File: config.mk
export PLATFORM = sky130hd
export DESIGN_NAME = uart8250_ctrl
export DESIGN_NICKNAME = d
export VERILOG_FILES = /design/src/rtl/uart8250_ctrl.sv
export SDC_FILE = /design/constraint.sdc
export NUM_CORES = 1
export LEC_CHECK = 0
export BUFFER_PORTS_ARGS = -buffer_cell sky130_fd_sc_hd__buf_2
export CAP_MARGIN = 40
export CORE_MARGIN = 3
export CORE_UTILIZATION = 55
export DETAILED_ROUTE_END_ITERATION = 6
export HOLD_SLACK_MARGIN = 0.1
export PLACE_DENSITY = 0.84
export SETUP_SLACK_MARGIN = 0.5
export SKIP_LAST_GASP = 1
export SYNTH_ARGS = -nofsm -noshare
export SYNTH_HDL_FRONTEND = slang
export SYNTH_SLANG_ARGS = --single-unit
File: constraint.sdc
create_clock -name clk -period 7.5 [get_ports clk]
set_input_delay 0 -clock clk [delete_from_list [all_inputs] [get_ports clk]]
set_output_delay 0 -clock clk [all_outputs]
set_load 0.01 [all_outputs]
File: src/rtl/uart8250_ctrl.sv
// 8250 register-port front end: programs the UART once after reset, then
// round-robin shares the transmit holding register among NREQ producers.
module uart8250_ctrl #(
  parameter int unsigned NREQ         = 2,
  parameter logic [15:0] DIVISOR      = 16'h0001,
  parameter logic [7:0]  LCR_CFG      = 8'h03,
  parameter logic [7:0]  FCR_CFG      = 8'h07,
  parameter bit          POLL_LSR     = 1'b0,
  parameter int unsigned POLL_TIMEOUT = 255
) (
  input  logic              clk,
  input  logic              rstn,
  input  logic [NREQ-1:0]   req_valid,
  input  logic [8*NREQ-1:0] req_data,
  output logic [NREQ-1:0]   req_ready,
  output logic              init_done,
  output logic              busy,
  output logic              tx_err,
  output logic [15:0]       tx_count,
  output logic              u_rvalid,
  output logic [2:0]        u_raddr,
  input  logic [7:0]        u_rdata,
  output logic              u_wvalid,
  output logic [2:0]        u_waddr,
  output logic [7:0]        u_wdata
);

  localparam int unsigned PTR_W  = (NREQ > 1) ? $clog2(NREQ) : 1;
  localparam int unsigned CNT_W  = 16;
  localparam int unsigned ADDR_W = 3;
  localparam int unsigned DATA_W = 8;

  localparam logic [ADDR_W-1:0] A_THR = ADDR_W'(0);
  localparam logic [ADDR_W-1:0] A_DLM = ADDR_W'(1);
  localparam logic [ADDR_W-1:0] A_IER = ADDR_W'(1);
  localparam logic [ADDR_W-1:0] A_FCR = ADDR_W'(2);
  localparam logic [ADDR_W-1:0] A_LCR = ADDR_W'(3);
  localparam logic [ADDR_W-1:0] A_LSR = ADDR_W'(5);

  typedef enum logic [3:0] {
    I_LCRD, I_DLL, I_DLM, I_LCR, I_FCR, I_IER, IDLE, P_RD, P_WT, SEND
  } state_t;

  // The state register names the operation being performed in the coming
  // cycle; every output is registered from the decode of that operation.
  state_t state, state_nxt;
  logic run;
  logic [PTR_W-1:0]  ptr, ptr_nxt;
  logic [DATA_W-1:0] chr, chr_nxt;
  logic [CNT_W-1:0]  polls, polls_nxt;

  logic [NREQ-1:0]   ready_nxt;
  logic              done_nxt, busy_nxt, err_nxt;
  logic [15:0]       count_nxt;
  logic              rvalid_nxt, wvalid_nxt;
  logic [ADDR_W-1:0] raddr_nxt, waddr_nxt;
  logic [DATA_W-1:0] wdata_nxt;

  logic [NREQ-1:0][DATA_W-1:0] data_v;
  logic              found;
  logic [PTR_W-1:0]  gnt;
  logic              unused_rdata;

  assign data_v       = req_data;
  assign unused_rdata = ^{u_rdata[7:6], u_rdata[4:0]};

  always_comb begin
    state_nxt  = state;
    ptr_nxt    = ptr;
    chr_nxt    = chr;
    polls_nxt  = polls;
    ready_nxt  = '0;
    done_nxt   = init_done;
    busy_nxt   = 1'b0;
    err_nxt    = tx_err;
    count_nxt  = tx_count;
    rvalid_nxt = 1'b0;
    raddr_nxt  = '0;
    wvalid_nxt = 1'b0;
    waddr_nxt  = '0;
    wdata_nxt  = '0;
    found      = 1'b0;
    gnt        = '0;

    // The first cycle after reset release performs I_LCRD itself.
    if (run) begin
      case (state)
        I_LCRD:  state_nxt = I_DLL;
        I_DLL:   state_nxt = I_DLM;
        I_DLM:   state_nxt = I_LCR;
        I_LCR:   state_nxt = I_FCR;
        I_FCR:   state_nxt = I_IER;
        I_IER:   state_nxt = IDLE;
        IDLE:    if (|req_ready) state_nxt = POLL_LSR ? P_RD : SEND;
        P_RD:    state_nxt = P_WT;
        P_WT: begin
          polls_nxt = polls + CNT_W'(1);
          if (u_rdata[5]) begin
            state_nxt = SEND;
          end else if (POLL_TIMEOUT != 0 && polls_nxt == CNT_W'(POLL_TIMEOUT)) begin
            err_nxt   = 1'b1;
            state_nxt = IDLE;
          end else begin
            state_nxt = P_RD;
          end
        end
        SEND:    state_nxt = IDLE;
        default: state_nxt = IDLE;
      endcase
    end

    busy_nxt = (state_nxt != IDLE);

    case (state_nxt)
      I_LCRD: begin wvalid_nxt = 1'b1; waddr_nxt = A_LCR; wdata_nxt = 8'h80 | LCR_CFG; end
      I_DLL:  begin wvalid_nxt = 1'b1; waddr_nxt = A_THR; wdata_nxt = DIVISOR[7:0]; end
      I_DLM:  begin wvalid_nxt = 1'b1; waddr_nxt = A_DLM; wdata_nxt = DIVISOR[15:8]; end
      I_LCR:  begin wvalid_nxt = 1'b1; waddr_nxt = A_LCR; wdata_nxt = LCR_CFG & 8'h7F; end
      I_FCR:  begin wvalid_nxt = 1'b1; waddr_nxt = A_FCR; wdata_nxt = FCR_CFG; end
      I_IER:  begin wvalid_nxt = 1'b1; waddr_nxt = A_IER; wdata_nxt = 8'h00; end
      IDLE: begin
        done_nxt = 1'b1;
        // Round robin: first valid at or above the pointer, else lowest valid.
        for (int unsigned i = 0; i < NREQ; i++) begin
          if (!found && req_valid[PTR_W'(i)] && PTR_W'(i) >= ptr) begin
            found = 1'b1;
            gnt   = PTR_W'(i);
          end
        end
        for (int unsigned i = 0; i < NREQ; i++) begin
          if (!found && req_valid[PTR_W'(i)]) begin
            found = 1'b1;
            gnt   = PTR_W'(i);
          end
        end
        if (found) begin
          ready_nxt[gnt] = 1'b1;
          chr_nxt        = data_v[gnt];
          ptr_nxt        = (32'(gnt) == NREQ - 1) ? '0 : gnt + PTR_W'(1);
          polls_nxt      = '0;
        end
      end
      P_RD: begin rvalid_nxt = 1'b1; raddr_nxt = A_LSR; end
      SEND: begin
        wvalid_nxt = 1'b1;
        waddr_nxt  = A_THR;
        wdata_nxt  = chr;
        count_nxt  = tx_count + 16'd1;
      end
      default: ;
    endcase
  end

  always_ff @(posedge clk) begin
    if (!rstn) begin
      state     <= I_LCRD;
      run       <= 1'b0;
      ptr       <= '0;
      chr       <= '0;
      polls     <= '0;
      req_ready <= '0;
      init_done <= 1'b0;
      busy      <= 1'b0;
      tx_err    <= 1'b0;
      tx_count  <= '0;
      u_rvalid  <= 1'b0;
      u_raddr   <= '0;
      u_wvalid  <= 1'b0;
      u_waddr   <= '0;
      u_wdata   <= '0;
    end else begin
      state     <= state_nxt;
      run       <= 1'b1;
      ptr       <= ptr_nxt;
      chr       <= chr_nxt;
      polls     <= polls_nxt;
      req_ready <= ready_nxt;
      init_done <= done_nxt;
      busy      <= busy_nxt;
      tx_err    <= err_nxt;
      tx_count  <= count_nxt;
      u_rvalid  <= rvalid_nxt;
      u_raddr   <= raddr_nxt;
      u_wvalid  <= wvalid_nxt;
      u_waddr   <= waddr_nxt;
      u_wdata   <= wdata_nxt;
    end
  end

endmodule
== After elaboration in Yosys (flattened, before gate mapping) ==
Index checks and enable logic that the tools add are counted.

* $add $sub $neg: 3
* $lt $le $gt $ge: 4
* Equality and inequality tests: 17
* Muxes and demuxes: 32
* Bitwise operators: 1
* Reduce and logical (&&, ||, !) cells: 18

{| class="wikitable"
|+ Operators by type and width
! kind !! count
|-
| 16-bit two-way mux || 4
|-
| 8-bit case mux with 5 select lines || 1
|-
| 16-bit by 1-bit adder with 16-bit output (second input constant) || 2
|-
| 4-bit case mux with 8 select lines || 1
|-
| 4-bit by 3-bit equality test with 1-bit output (second input constant) || 7
|-
| 1-bit two-way mux || 18
|-
| 16-bit by 8-bit equality test with 1-bit output (second input constant) || 1
|-
| 4-bit by 2-bit equality test with 1-bit output (second input constant) || 4
|-
| 8-bit two-way mux || 2
|-
| 4-bit two-way mux || 3
|-
| 4-bit by 1-bit equality test with 1-bit output (second input constant) || 2
|-
| 4-bit equality test (second input constant) || 2
|-
| 4-bit logical NOT || 2
|-
| 7-bit OR reduction || 1
|-
| 1-bit logical AND || 6
|-
| 2-bit case mux with 3 select lines || 1
|-
| 2-bit OR reduction || 3
|-
| 4-bit by 3-bit != test with 1-bit output (second input constant) || 1
|-
| 4-bit AND reduction || 1
|-
| 1-bit logical NOT || 3
|-
| 3-bit two-way mux || 1
|-
| 3-bit AND reduction || 1
|-
| 1-bit greater-or-equal comparator (first input constant) || 2
|-
| 1-bit by 2-bit < comparator with 1-bit output (second input constant) || 1
|-
| other kinds (5) || 5
|}

* Register bits after elaboration: 67

== Longest topological paths before layout ==
* Depth in word-level cells: 25
* Gate-level depth with buffers: 10
* Mapped depth without buffers: 8

== Worst setup path before layout ==
No wires, ideal clock.

* Path type: flip-flop to flip-flop
* From: reg polls[0]
* To: reg u_wdata[2]
* Arrival time: 2.241 ns
* Slack: 5.143 ns
* Cell stages (with the launch flop): 11
* Clock period less this slack: 2.357 ns
* Cell sequence: dfxtp_1 -> ha_1 -> nand3_1 -> nor4_2 -> mux2i_1 -> nand4bb_1 -> o211ai_2 -> buf_6 -> buf_4 -> nor2_1 -> o211a_1

* Word-level cells in the longest chain between the ends: 8
* Elaborated cells on any way between the ends: 12
* Those cells by class: 1 x add/sub; 5 x eq/ne; 5 x mux; 1 x reduce/logical

{| class="wikitable"
|+ Ends and longest elaborated chain
! element !! RTL line !! text
|-
| start: declaration || 50 || <nowiki>logic [CNT_W-1:0] polls, polls_nxt;</nowiki>
|-
| start signal: assignment || 176 || <nowiki>polls <= polls_nxt;</nowiki>
|-
| 16-bit by 1-bit adder with 16-bit output * || 97 || <nowiki>polls_nxt = polls + CNT_W'(1);</nowiki>
|-
| 16-bit by 8-bit equality test with 1-bit output * || 100 || <nowiki>end else if (POLL_TIMEOUT != 0 && polls_nxt == CNT_W'(POLL_TIMEOUT)) begin</nowiki>
|-
| 1-bit two-way mux * || 100 ||
|-
| 4-bit two-way mux * || 98 || <nowiki>if (u_rdata[5]) begin</nowiki>
|-
| 4-bit case mux with 8 select lines * || 87 || <nowiki>case (state)</nowiki>
|-
| 4-bit two-way mux * || 86 || <nowiki>if (run) begin</nowiki>
|-
| 4-bit equality test (tied with other cells) || 114 || <nowiki>case (state_nxt)</nowiki>
|-
| 8-bit case mux with 5 select lines * || 114 ||
|-
| end signal: assignment || 186 || <nowiki>u_wdata <= wdata_nxt;</nowiki>
|-
| end: declaration || 25 || <nowiki>output logic [7:0] u_wdata</nowiki>
|}

Every way passes the cells marked *; elsewhere a longest branch is shown, timed or not.
A chain may end at the register's enable or synchronous reset.

== Worst setup path after layout ==
* From: reg polls[0]
* To: reg u_wdata[6]

Same word-level chain as after synthesis.

==> impl_metrics.yaml <==
status:
  status: "finished, final reports clean"
critical_path:
  worstReg2RegStart: "polls[0]"
  end_kind: "flip-flop"
  timing.critical_path.fanout_max: 24
  crit_path_start_kind: "flip-flop"
  critical_path_arrival_ns: 3.45
  r2r-end: "u_wdata[6]"
  worst_ep_required_time_ns: 7.73
  r2r_slack_ns: 4.28
  rr_worst_depth: 8
  critPathKind: "flip-flop to flip-flop"
clock_tree:
  clock_tree.root_cell: "sky130_fd_sc_hd__clkbuf_8"
  tritoncts: "built"
  cts_max_level: 3
  post-cts-setup-buffer-count: 0
  clkSlewWorstSetupHoldPaths_ns: 0.07
  cts_hold_buffers: 17
  cts_made_buffers: 9
  insertion_delay_ns: 0.34
  clockBufferDepth: 2
  post_cts_resized: 0
  cts.sink_count: 63
floorplan:
  floorplan_die_area_mm2: 0.006739
  die-width_um: 82.09
  core_area_mm2: 0.005540
  io_pins: 65
  dieHeight_um: 82.09
  floorplan.initialDensity_pct: 57.48
  placement_rows: 27
finish:
  fillers: 429
  final_common_cell: "sky130_fd_sc_hd__dfxtp_1"
  most-common-layout-cells: "sky130_fd_sc_hd__dfxtp_1 (63), sky130_fd_sc_hd__buf_2 (56), sky130_fd_sc_hd__nor2_1 (38), sky130_fd_sc_hd__nand2_1 (27), sky130_fd_sc_hd__a21oi_1 (20)"
  antenna_cells: 0
  register_area_mm2: 0.001261
  design.final.nets: 462
  post_route_cells_drive_above_1_share_pct: 21.56
  multiInputGateArea_mm2: 0.001768
  area.growth.synth_to_final_pct: 20.79
pwr:
  p_per_area_mw_per_mm2: 197.5
  leakagePower_nw: 1.563
  internal-power_mw: 0.5630
  power.share.combinational_pct: 11.8
  power_switching_mw: 0.1967
  seq_power_share_pct: 46.3
  worst_ir_drop_vdd_mv: 0.1170
  power.switching_fraction_pct: 25.89
  total_power_draw_mw: 0.7597
  clock_power_share_pct: 41.9
timing:
  skew_ns: 0.004978
  fin_crit_sh_pct: 42.92
  final_max_slew_viol_count: 0
  max_slew_margin_pct: 38.35
  setup_viol: 0
  rsz0062_at_grt: "false"
  report.final.hold_viol_count: 0
  finalWorstSetupSlack_ns: 4.281
  timing.final.crit_period_ns: 3.219
  worst_slew_pin_slew_ns: 0.9220
  totalNegativeSetupSlack_ns: 0
  max_freq_mhz: 310.6
place:
  io_buffer_count: 55
  detailedPlacementHpwl_um: 5077
  gpl.final_weighted_congestion: 0.8864
  pre_cts_worst_setup_slack_ns: 4.350
logic_synthesis:
  ys_async_sr_fraction_pct: 0
  yosysTopAreaCellShare_pct: 39.61
  synth_top_flop_cell: "sky130_fd_sc_hd__dfxtp_1"
  ys_seq_area_share_pct: 39.61
  postSynthRegisterBits: 63
  synth.top_cells.by_area: "sky130_fd_sc_hd__dfxtp_1 (40%), sky130_fd_sc_hd__mux2i_1 (5.3%), sky130_fd_sc_hd__nor2_1 (4.5%)"
  synth_area_leader_cell: "sky130_fd_sc_hd__dfxtp_1"
  synth.lib_cells_used.distinct: 55
  synth-edff-count: 0
  gate_count_after_technology_mapping: 367
  syn-mean-instance-area_um2: 8.677
  post_syn_area_mm2: 0.003184
  ys_warn_count: 0
flow_run:
  cap_viol_max_count: 0
route:
  number_of_iterations_in_the_first_detailed_routing_pass: 5
  routed-via-count: 2964
  route.antenna.remaining_nets: 0
  drcViolationCount: 0
  route.final.wire_length_um: 7723
  drt-wirelength-per-cell_um: 15.20
  post_drt_via_cell_ratio: 5.835
  first_iter_violations: 279
min_path:
  hold_path_end: "req_ready[1]"
  hold_class: "input pin to flip-flop"
  timing.hold.worst_path_depth: 3
  worst_hold_startpoint: "req_valid[1]"
global_routing:
  grt_overflow_total: 0
  vias_in_the_first_global_route: 2685
  global_route_wire_length_before_repair_um: 12610
  global_route.usage.total_pct: 24.42
  grt_max_degree: 31
  antenna_violations_before_repair: 0
-- cell type report --
type / instances / share of cell area (%)
clock inverters: 4 / 1.334
repair buffers: 77 / 12.49
well taps: 72 / 2.342
multi-input cells: 272 / 45.97
inverters: 8 / 0.7807
clock buffers: 12 / 4.294
flip-flops and latches: 63 / 32.79
-- critical path, stage by stage, from the launching register on --
cell and delay (ns):
sky130_fd_sc_hd__dfxtp_1 0.41, sky130_fd_sc_hd__ha_1 0.23, sky130_fd_sc_hd__nand3_1 0.21, sky130_fd_sc_hd__nor4_2 0.39
sky130_fd_sc_hd__mux2i_1 0.28, sky130_fd_sc_hd__nand4bb_1 0.22, sky130_fd_sc_hd__o211ai_2 0.78, sky130_fd_sc_hd__nor2_1 0.31
sky130_fd_sc_hd__and3_1 0.29
-- registers in the layout (all words and copies together), names as in the netlist --
| name | count |
|---|---|
| ptr | 1 |
| tx_err | 1 |
| state | 4 |
| req_ready | 2 |
| init_done | 1 |
| tx_count | 16 |
| u_wdata | 8 |
| run | 1 |
| u_waddr | 2 |
| busy | 1 |
| chr | 8 |
| polls | 16 |
| u_raddr | 1 |
| u_wvalid | 1 |
-- per-stage QoR --
step	instances	hold slack, ns	cell area [um^2]	utilization [%]
after floorplan	368	0.02772	3188	-
after global placement	472	0.3441	3440	62.08
after detailed placement	475	0.3519	3460	62.44
after CTS	508	0.1490	3846	69.42
after global routing	508	0.1808	3846	69.42
final	508	0.1723	3846	69.42
-- power by group through the flow --
stage	registers [mW]	clock network [mW]	logic (mW)
6_report	0.352	0.318	0.0896
5_1_grt	0.353	0.335	0.0982
4_1_cts	0.352	0.320	0.0874
3_5_place_dp	0.359	0	0.0784
3_3_place_gp	0.359	0	0.0743
2_1_floorplan	0.360	0	0.0557
-- per-layer routing --
layer	track usage, %	part of all wire [%]	wire length [um]
met2	39.18	48	3715
met4	9.468	2.0	151
met1	31.36	43	3329
met5	0	0	0
met3	6.399	6.8	526
-- how the worst max path moves through the flow --
stage               slack (ns)          to     start
global placement          4.46  u_wdata[4]  polls[0]
detailed placement        4.35  u_wdata[6]  polls[0]
finish                    4.28  u_wdata[6]  polls[0]
CTS                       4.30  u_wdata[6]  polls[0]
floorplan                 5.14  u_wdata[2]  polls[0]
global route              3.93  u_wdata[6]  polls[0]
-- synth_stat cells (2+ instances only) --
| master | instances |
|---|---|
| sky130_fd_sc_hd__dfxtp_1 | 63 |
| sky130_fd_sc_hd__nor2_1 | 38 |
| sky130_fd_sc_hd__nand2_1 | 27 |
| sky130_fd_sc_hd__a21oi_1 | 20 |
| sky130_fd_sc_hd__mux2i_1 | 17 |
| sky130_fd_sc_hd__nand3_1 | 16 |
| sky130_fd_sc_hd__nor3_1 | 15 |
| sky130_fd_sc_hd__xnor2_1 | 14 |
| sky130_fd_sc_hd__clkbuf_1 | 12 |
| sky130_fd_sc_hd__o31ai_1 | 12 |
| sky130_fd_sc_hd__nand2b_1 | 10 |
| sky130_fd_sc_hd__a211oi_1 | 9 |
| sky130_fd_sc_hd__xor2_1 | 9 |
| sky130_fd_sc_hd__and3_1 | 8 |
| sky130_fd_sc_hd__inv_1 | 8 |
| sky130_fd_sc_hd__or4_1 | 7 |
| sky130_fd_sc_hd__nor4_1 | 6 |
| sky130_fd_sc_hd__o21ai_0 | 6 |
| sky130_fd_sc_hd__or2_2 | 6 |
| sky130_fd_sc_hd__buf_2 | 5 |
| sky130_fd_sc_hd__buf_4 | 5 |
| sky130_fd_sc_hd__o21a_1 | 5 |
| sky130_fd_sc_hd__and2_1 | 4 |
| sky130_fd_sc_hd__or3_1 | 4 |
| sky130_fd_sc_hd__and4_1 | 3 |
| sky130_fd_sc_hd__ha_1 | 3 |
| sky130_fd_sc_hd__nand4_1 | 3 |
| sky130_fd_sc_hd__clkbuf_2 | 2 |
| sky130_fd_sc_hd__nand4_2 | 2 |
| sky130_fd_sc_hd__nor4_2 | 2 |
| sky130_fd_sc_hd__o311ai_0 | 2 |
-- cell families after synthesis --
logic type	after synthesis	synth area share, %
and+or+nand+nor	160	27.47
adders and majority gates	3	1.179
AOI/OAI and AO/OA	66	14.62
buffers and inverters	33	4.990
muxes	18	5.697
xor gates and xnor gates	23	6.326
other	1	0.1178
DFF	63	39.61
(Power assumes the default switching activity.)
